## src/rtl/cpu_types_pkg.sv

```systemverilog
// Shared CPU cache types: machine word, cache controller states and the direct-mapped frame.
// Frame tags are sized for the smallest legal index (2 sets); caches zero-extend narrower tags.
package cpu_types_pkg;

  typedef logic [31:0] word_t;

  // 32 address bits - 2 offset bits - at least 1 index bit
  localparam int FRAME_TAG_W = 29;

  typedef enum logic {
    IDLE  = 1'b0,
    FETCH = 1'b1
  } cache_state_t;

  typedef struct packed {
    logic                   valid;
    logic [FRAME_TAG_W-1:0] tag;
    word_t                  data;
  } icache_frame_t;

  function automatic word_t word_align(input word_t addr);
    return {addr[31:2], 2'b00};
  endfunction

endpackage

```

## src/rtl/icache.sv

```systemverilog
// Direct-mapped, one-word-per-frame, read-only instruction cache.
// Latency: hit is combinational in IDLE; a miss costs one IDLE cycle plus (wait+1) FETCH cycles.
// Backpressure: the fill waits on iwait with iREN/iaddr held; ihit stays low until the fill lands.
module icache
  import cpu_types_pkg::*;
#(
  parameter int NSETS = 16
) (
  input  logic  CLK,
  input  logic  nRST,
  input  logic  imemREN,
  input  word_t imemaddr,
  output logic  ihit,
  output word_t imemload,
  output logic  iREN,
  output word_t iaddr,
  input  logic  iwait,
  input  word_t iload
);

  localparam int IDXW = $clog2(NSETS);

  cache_state_t  state, next_state;
  word_t         miss_addr;
  icache_frame_t frames [NSETS];

  logic [IDXW-1:0]        req_idx, miss_idx;
  logic [FRAME_TAG_W-1:0] req_tag, miss_tag;
  logic                   hit, miss, fill;

  assign req_idx  = imemaddr[IDXW+1:2];
  assign req_tag  = FRAME_TAG_W'(imemaddr >> (IDXW + 2));
  assign miss_idx = miss_addr[IDXW+1:2];
  assign miss_tag = FRAME_TAG_W'(miss_addr >> (IDXW + 2));

  assign hit  = (state == IDLE) && imemREN && frames[req_idx].valid
                && (frames[req_idx].tag == req_tag);
  assign miss = (state == IDLE) && imemREN && !hit;

  assign ihit     = hit;
  assign imemload = hit ? frames[req_idx].data : '0;

  always_comb begin
    next_state = state;
    iREN       = 1'b0;
    iaddr      = '0;
    fill       = 1'b0;
    case (state)
      IDLE: begin
        if (miss) next_state = FETCH;
      end
      FETCH: begin
        iREN  = 1'b1;
        iaddr = miss_addr;
        if (!iwait) begin
          fill       = 1'b1;
          next_state = IDLE;
        end
      end
      default: next_state = IDLE;
    endcase
  end

  // Only the valid bits reset; a reset edge in FETCH drops the pending fill.
  always_ff @(posedge CLK) begin
    if (!nRST) begin
      state     <= IDLE;
      miss_addr <= '0;
      for (int i = 0; i < NSETS; i++) frames[i].valid <= 1'b0;
    end else begin
      state <= next_state;
      if (miss) miss_addr <= word_align(imemaddr);
      if (fill) frames[miss_idx] <= '{valid: 1'b1, tag: miss_tag, data: iload};
    end
  end

endmodule

```

## config.mk

```make
export PLATFORM = sky130hd
export DESIGN_NAME = icache
export DESIGN_NICKNAME = d
export VERILOG_FILES = /design/src/rtl/cpu_types_pkg.sv /design/src/rtl/icache.sv
export SDC_FILE = /design/constraint.sdc
export NUM_CORES = 1
export LEC_CHECK = 0
export CORE_ASPECT_RATIO = 0.7
export CORE_MARGIN = 8
export CORE_UTILIZATION = 63
export CTS_BUF_LIST = sky130_fd_sc_hd__clkbuf_8
export CTS_CLUSTER_SIZE = 40
export DETAILED_ROUTE_END_ITERATION = 8
export PLACE_DENSITY = 0.84
export SKIP_LAST_GASP = 1
export SLEW_MARGIN = 20
export SYNTH_ARGS = -nofsm -noshare
export SYNTH_HDL_FRONTEND = slang
export SYNTH_SLANG_ARGS = --single-unit
```

## constraint.sdc

```tcl
create_clock -name CLK -period 9 [get_ports CLK]
set_clock_uncertainty 0.15 [all_clocks]
set_input_delay 1.8 -clock CLK [delete_from_list [all_inputs] [get_ports CLK]]
set_output_delay 1.8 -clock CLK [all_outputs]
set_load 0.05 [all_outputs]
```

Yosys cells after proc, flatten, opt, wreduce, memory -nomap -nowiden
Memory sizes are Yosys's and may differ from the RTL's.
Index checks and enable logic that the tools add are counted.
{"block": "word_totals", "reg_bits": 31, "ram_bits": 944, "inputBits": 68, "out_inout_bits": 66, "wordCells": 26, "n_memories": 1}
{"memory": "frames", "depth": 16, "word_bits": 59, "read_ports": 1, "rd_clocked_by_memory_dff": 0, "wr": 16, "line_no": "icache.sv:25", "source": "icache_frame_t frames [NSETS];"}
{"block": "classes", "eq_ne": 1, "mux": 15, "n_bitwise": 1, "n_reduce_logical": 6}
{"operator": "$mux W32", "n": 2}
{"operator": "$mux W59", "n": 1}
{"operator": "$reduce_or A59 Y1", "n": 1}
{"operator": "$eq A29 B26 Y1", "n": 1}
{"operator": "$mux W1", "n": 9}
{"operator": "$logic_and A1 B1 Y1", "n": 4}
{"operator": "$mux W4", "n": 1}
{"operator": "$mux W2", "n": 1}
{"operator": "$pmux W1 S2", "n": 1}
{"operator": "$logic_not A1 Y1", "n": 1}
{"operator": "$not A1 Y1", "n": 1}

Logic depth before layout (Yosys ltp)
{"block": "depth", "depth_word": 8, "depth_mapped": 13, "mapped_depth_nobuf": 8}

Worst setup path before layout
OpenSTA, ideal clock, no wires.
{"block": "synth_timing", "path_type": "input to register", "from": "input iwait", "to": "memory frames[0][0] in the netlist's numbering (enable)", "setup_ps": 548, "arrival_time_ps": 6364, "t_required_ps": 8302, "slack_ps": 1939, "path_stages": 3, "path_buffers": 0, "path_cell_list": "nand3b_1 > or3_1 > nor3_1"}
{"element": "from (decl)", "line_no": "icache.sv:17", "source": "input logic iwait,"}
{"element": "to (decl)", "line_no": "icache.sv:25"}

Final worst setup path
{"block": "layout_timing", "from": "input imemaddr[4]", "to": "output imemload[31]"}
{"block": "layout_between", "elab_chain_cells": 4}
{"element": "from (decl)", "line_no": "icache.sv:12", "source": "input word_t imemaddr,"}
{"element": "$mem_v2 Z16 W59 *"}
{"element": "$eq A29 B26 Y1 / $logic_and A1 B1 Y1 (equally long branches)", "line_no": "icache.sv:37, icache.sv:36"}
{"element": "$logic_and A1 B1 Y1", "line_no": "icache.sv:37", "source": "&& (frames[req_idx].tag == req_tag);"}
{"element": "$mux W32 *", "line_no": "icache.sv:41", "source": "assign imemload = hit ? frames[req_idx].data : '0;"}
{"element": "to (decl)", "line_no": "icache.sv:14", "source": "output word_t imemload,"}
Mark *: on every way between the ends. The rest lies on a longest branch, timed or not.

==> metrics.log <==
INFO  metric clkSinkCount = 975
INFO  metric met1_length = 33300 um
INFO  metric rsz0062_at_grt = false
INFO  metric insertion_delay = 770 ps
INFO  metric post_synth_and_or_nand_nor_area_fraction = 5.07%
INFO  metric design.die.area = 69500 um^2
INFO  metric synth.top_cells.by_area = sky130_fd_sc_hd__edfxtp_1 (72%), sky130_fd_sc_hd__mux4_2 (15%), sky130_fd_sc_hd__dfxtp_1 (2.4%), sky130_fd_sc_hd__nand4_1 (1.6%), sky130_fd_sc_hd__mux2i_1 (1.2%)
INFO  metric final.period_utilization = 85.2%
INFO  metric final_area = 43300 um^2
INFO  metric totalNegativeSetupSlack = 0 ps
INFO  metric synth_commonest_cells = sky130_fd_sc_hd__edfxtp_1 (928), sky130_fd_sc_hd__mux4_2 (250), sky130_fd_sc_hd__nand4_1 (97)
INFO  metric critPathLaunch = imemaddr[4]
INFO  metric timing.hold.worst.start = frames[2][58]
INFO  metric postSynthCellCount = 1837
INFO  metric post_synth_mux_area_share = 16.4%
INFO  metric pwr-share-seq = 57.5%
INFO  metric fmax = 130 MHz
INFO  metric number_of_antenna_violations_at_the_first_check_in_global_routing = 3
INFO  metric max_cap_viol_count = 0
INFO  metric wire_per_inst = 29.4 um
INFO  metric layout_setup_ws = 1330 ps
INFO  metric post-route-min-period = 7670 ps
INFO  metric final-max-slew-violation-count = 0
INFO  metric yosysTopAreaCell = sky130_fd_sc_hd__edfxtp_1
INFO  metric power_switching = 0.00200 W
INFO  metric worst_ep_arrival_time = 5720 ps
INFO  metric clkPwrFrac = 37.0%
INFO  metric critical_path.max_fanout = 87
INFO  metric post_drt_via_cell_ratio = 6.70
INFO  metric detailroute.via_count = 19900
INFO  metric syn_avg_cell_area = 21.0 um^2
INFO  metric ys_seq_area_share = 74.7%
INFO  metric drc_errors = 0
INFO  metric post_synth_fa_ha_maj_area_fraction = 0%
INFO  metric floorplan.die.width = 312 um
INFO  metric yosysWarnings = 0
INFO  metric floorplan.die.height = 223 um
INFO  metric root_buffer = sky130_fd_sc_hd__clkbuf_8
INFO  metric timing.critical_path.to_type = primary output
INFO  metric vdd.ir_drop.worst = 0.000183 V
INFO  metric drive_above_1_share = 25.5%
INFO  metric grt_pass1_wl = 130000 um
INFO  metric pin_count = 134
INFO  metric number_of_buffers_inserted_to_repair_setup_after_cts = 0
INFO  metric type_of_element_launching_the_critical_path = input pin
INFO  metric io_buffers = 129
INFO  metric synthArstFlopShare = 0%
INFO  metric final_nets = 2099
INFO  metric cts_hold_repair.buffers = 0
INFO  metric met2RoutedLength = 43100 um
INFO  metric comb_power_share = 5.5%
INFO  metric slowest_delay = 820 ps
INFO  metric post_synth_xor_area_fraction = 0.613%
INFO  metric htreeDepth = 4
INFO  metric place_worst_setup_slack = 1350 ps
INFO  metric grt.total_usage = 24.9%
INFO  metric layoutNonFillerInstCount = 2962
INFO  metric dpl.cell_count = 2707
INFO  metric drt_iter0_drc = 2578
INFO  metric synth_top_area_share = 72.3%
INFO  metric slew_headroom = 24.1%
INFO  metric timing.hold.worst.class = reg -> reg
INFO  metric initial_core_util = 63.2%
INFO  metric critPathBufInv = 3
INFO  metric gp_routability_congestion = 0.835
INFO  metric critical_path_required = 7050 ps
INFO  metric critical_path.cell_chain = buf_6, buf_12, mux4_2, and2_1, o21ai_0, o2111ai_1, nor4_1, nand4_1, or4_4, and2b_1, buf_4
INFO  metric clock_tree_from_tritoncts = yes
INFO  metric clkSlewWorstSetupHoldPaths = 60 ps
INFO  metric total_setup_violations_reported_at_the_end_of_the_flow = 0
INFO  metric dpl.hpwl = 47000 um
INFO  metric global_route.overflow_total = 0
INFO  metric critical-path-top-delay-family = simple AND/OR/NAND/NOR gates
INFO  metric first_global_vias = 20400
INFO  metric synth_enable_flop_cells = 928
INFO  metric cts_buffer_depth = 3
INFO  metric top_count_cell_post_synth = sky130_fd_sc_hd__edfxtp_1
INFO  metric detail_route.first_pass.iterations = 6
INFO  metric critPathSlowestCell = sky130_fd_sc_hd__or4_4
INFO  metric worst_pin_slew = 1140 ps
INFO  metric run_status = completed
INFO  metric synth.lib_cells_used.distinct = 64
INFO  metric hold_viol_final = 0
INFO  metric area.growth.synth_to_final = 12.3%
INFO  metric max_layer_used = met5
INFO  metric r2r_start = state
INFO  metric timing_worst_setup_path_type = in -> out
INFO  metric cellPowerDensity = 205 nW/um^2
INFO  metric synth_flop_cell = sky130_fd_sc_hd__edfxtp_1
INFO  metric synth.cell_area = 38600 um^2
INFO  metric p_leak = 14.1 nW
INFO  metric synth.ff_latch_count = 975
INFO  metric grt_max_degree = 121
INFO  metric synth_compound_area_share = 1.63%
INFO  metric cts-buffers-inserted = 140
INFO  metric core_region_area = 61000 um^2
INFO  metric row_count = 76
INFO  metric p_int = 0.00687 W
INFO  metric synth_top_family_by_area = multiplexers
INFO  metric detailed_route_wire_length = 87100 um
INFO  metric post_cts_resized = 0
INFO  metric postPlaceCellArea = 40700 um^2
INFO  metric routed-wl-met3 = 8510 um
INFO  metric route.antenna.remaining_nets = 0
INFO  metric netSwitchingFraction = 22.6%
layer usage:
| metal | vias up | GRT usage (%) |
|---|---|---|
| met5 | - | 0 |
| met4 | 4 | 7.30 |
| met3 | 199 | 5.74 |
| met2 | 1214 | 40.4 |
| met1 | 10300 | 34.3 |
| li1 | 8168 | - |
layout make-up:
type / instances / area, um^2
Sequential cell: 975 / 28800
Fill cell: 3446 / 17800
Multi-Input combinational cell: 737 / 9260
Clock buffer: 142 / 1950
Timing Repair Buffer: 171 / 1580
Tap cell: 819 / 1020
Clock inverter: 111 / 643
Inverter: 6 / 23.8
Antenna cell: 1 / 2.50
cells in the final DEF, fill, tap and decap left out, types with 9 or more instances in the layout:
| cell | instances |
|---|---|
| sky130_fd_sc_hd__a21o_1 | 18 |
| sky130_fd_sc_hd__and2_1 | 33 |
| sky130_fd_sc_hd__buf_4 | 72 |
| sky130_fd_sc_hd__clkbuf_8 | 142 |
| sky130_fd_sc_hd__clkdlybuf4s50_1 | 91 |
| sky130_fd_sc_hd__clkinv_1 | 28 |
| sky130_fd_sc_hd__clkinv_2 | 21 |
| sky130_fd_sc_hd__dfxtp_1 | 47 |
| sky130_fd_sc_hd__edfxtp_1 | 928 |
| sky130_fd_sc_hd__inv_1 | 49 |
| sky130_fd_sc_hd__mux2i_1 | 46 |
| sky130_fd_sc_hd__mux4_2 | 250 |
| sky130_fd_sc_hd__nand2_1 | 13 |
| sky130_fd_sc_hd__nand2b_1 | 13 |
| sky130_fd_sc_hd__nand3_1 | 35 |
| sky130_fd_sc_hd__nand4_1 | 97 |
| sky130_fd_sc_hd__nand4b_1 | 32 |
| sky130_fd_sc_hd__nor2_1 | 17 |
| sky130_fd_sc_hd__nor2_4 | 12 |
| sky130_fd_sc_hd__nor2b_1 | 32 |
| sky130_fd_sc_hd__o21ai_0 | 10 |
| sky130_fd_sc_hd__o22ai_1 | 9 |
| sky130_fd_sc_hd__xor2_1 | 19 |
cell families after synthesis:
kind of cell / Yosys count
and+or+nand+nor: 318
muxes: 306
AOI/OAI and AO/OA: 84
other: 1
xor gates and xnor gates: 27
buffers and inverters: 126
DFF: 975
stage by stage:
step	hold slack (ps)	power, W	utilization (%)
global route	322	0.00915	70.9
detailed placement	292	0.00569	66.6
CTS	306	0.00892	70.9
global placement	277	0.00566	66.6
floorplan	271	0.00549	-
finish	308	0.00888	70.9
power groups by stage:
stage | logic (W) | registers, W | clock network (W)
2_1_floorplan | 0.000322 | 0.00517 | 0
3_3_place_gp | 0.000471 | 0.00519 | 0
3_5_place_dp | 0.000486 | 0.00520 | 0
4_1_cts | 0.000488 | 0.00510 | 0.00333
5_1_grt | 0.000517 | 0.00511 | 0.00353
6_report | 0.000490 | 0.00510 | 0.00328
worst paths after layout:
kind / end / slack [ps] / cells past startpoint
setup reg to reg: frames[9][49] / 5240 / 6
hold reg to reg: frames[2][58] / 310 / 1
setup / recovery: imemload[31] / 1330 / 11
hold / removal: frames[2][58] / 310 / 1
flip-flops by register name, summed over array words and instances, names as in the netlist:
name       count
frames       944
miss_addr     30
state          1
(Power assumes the default switching activity.)
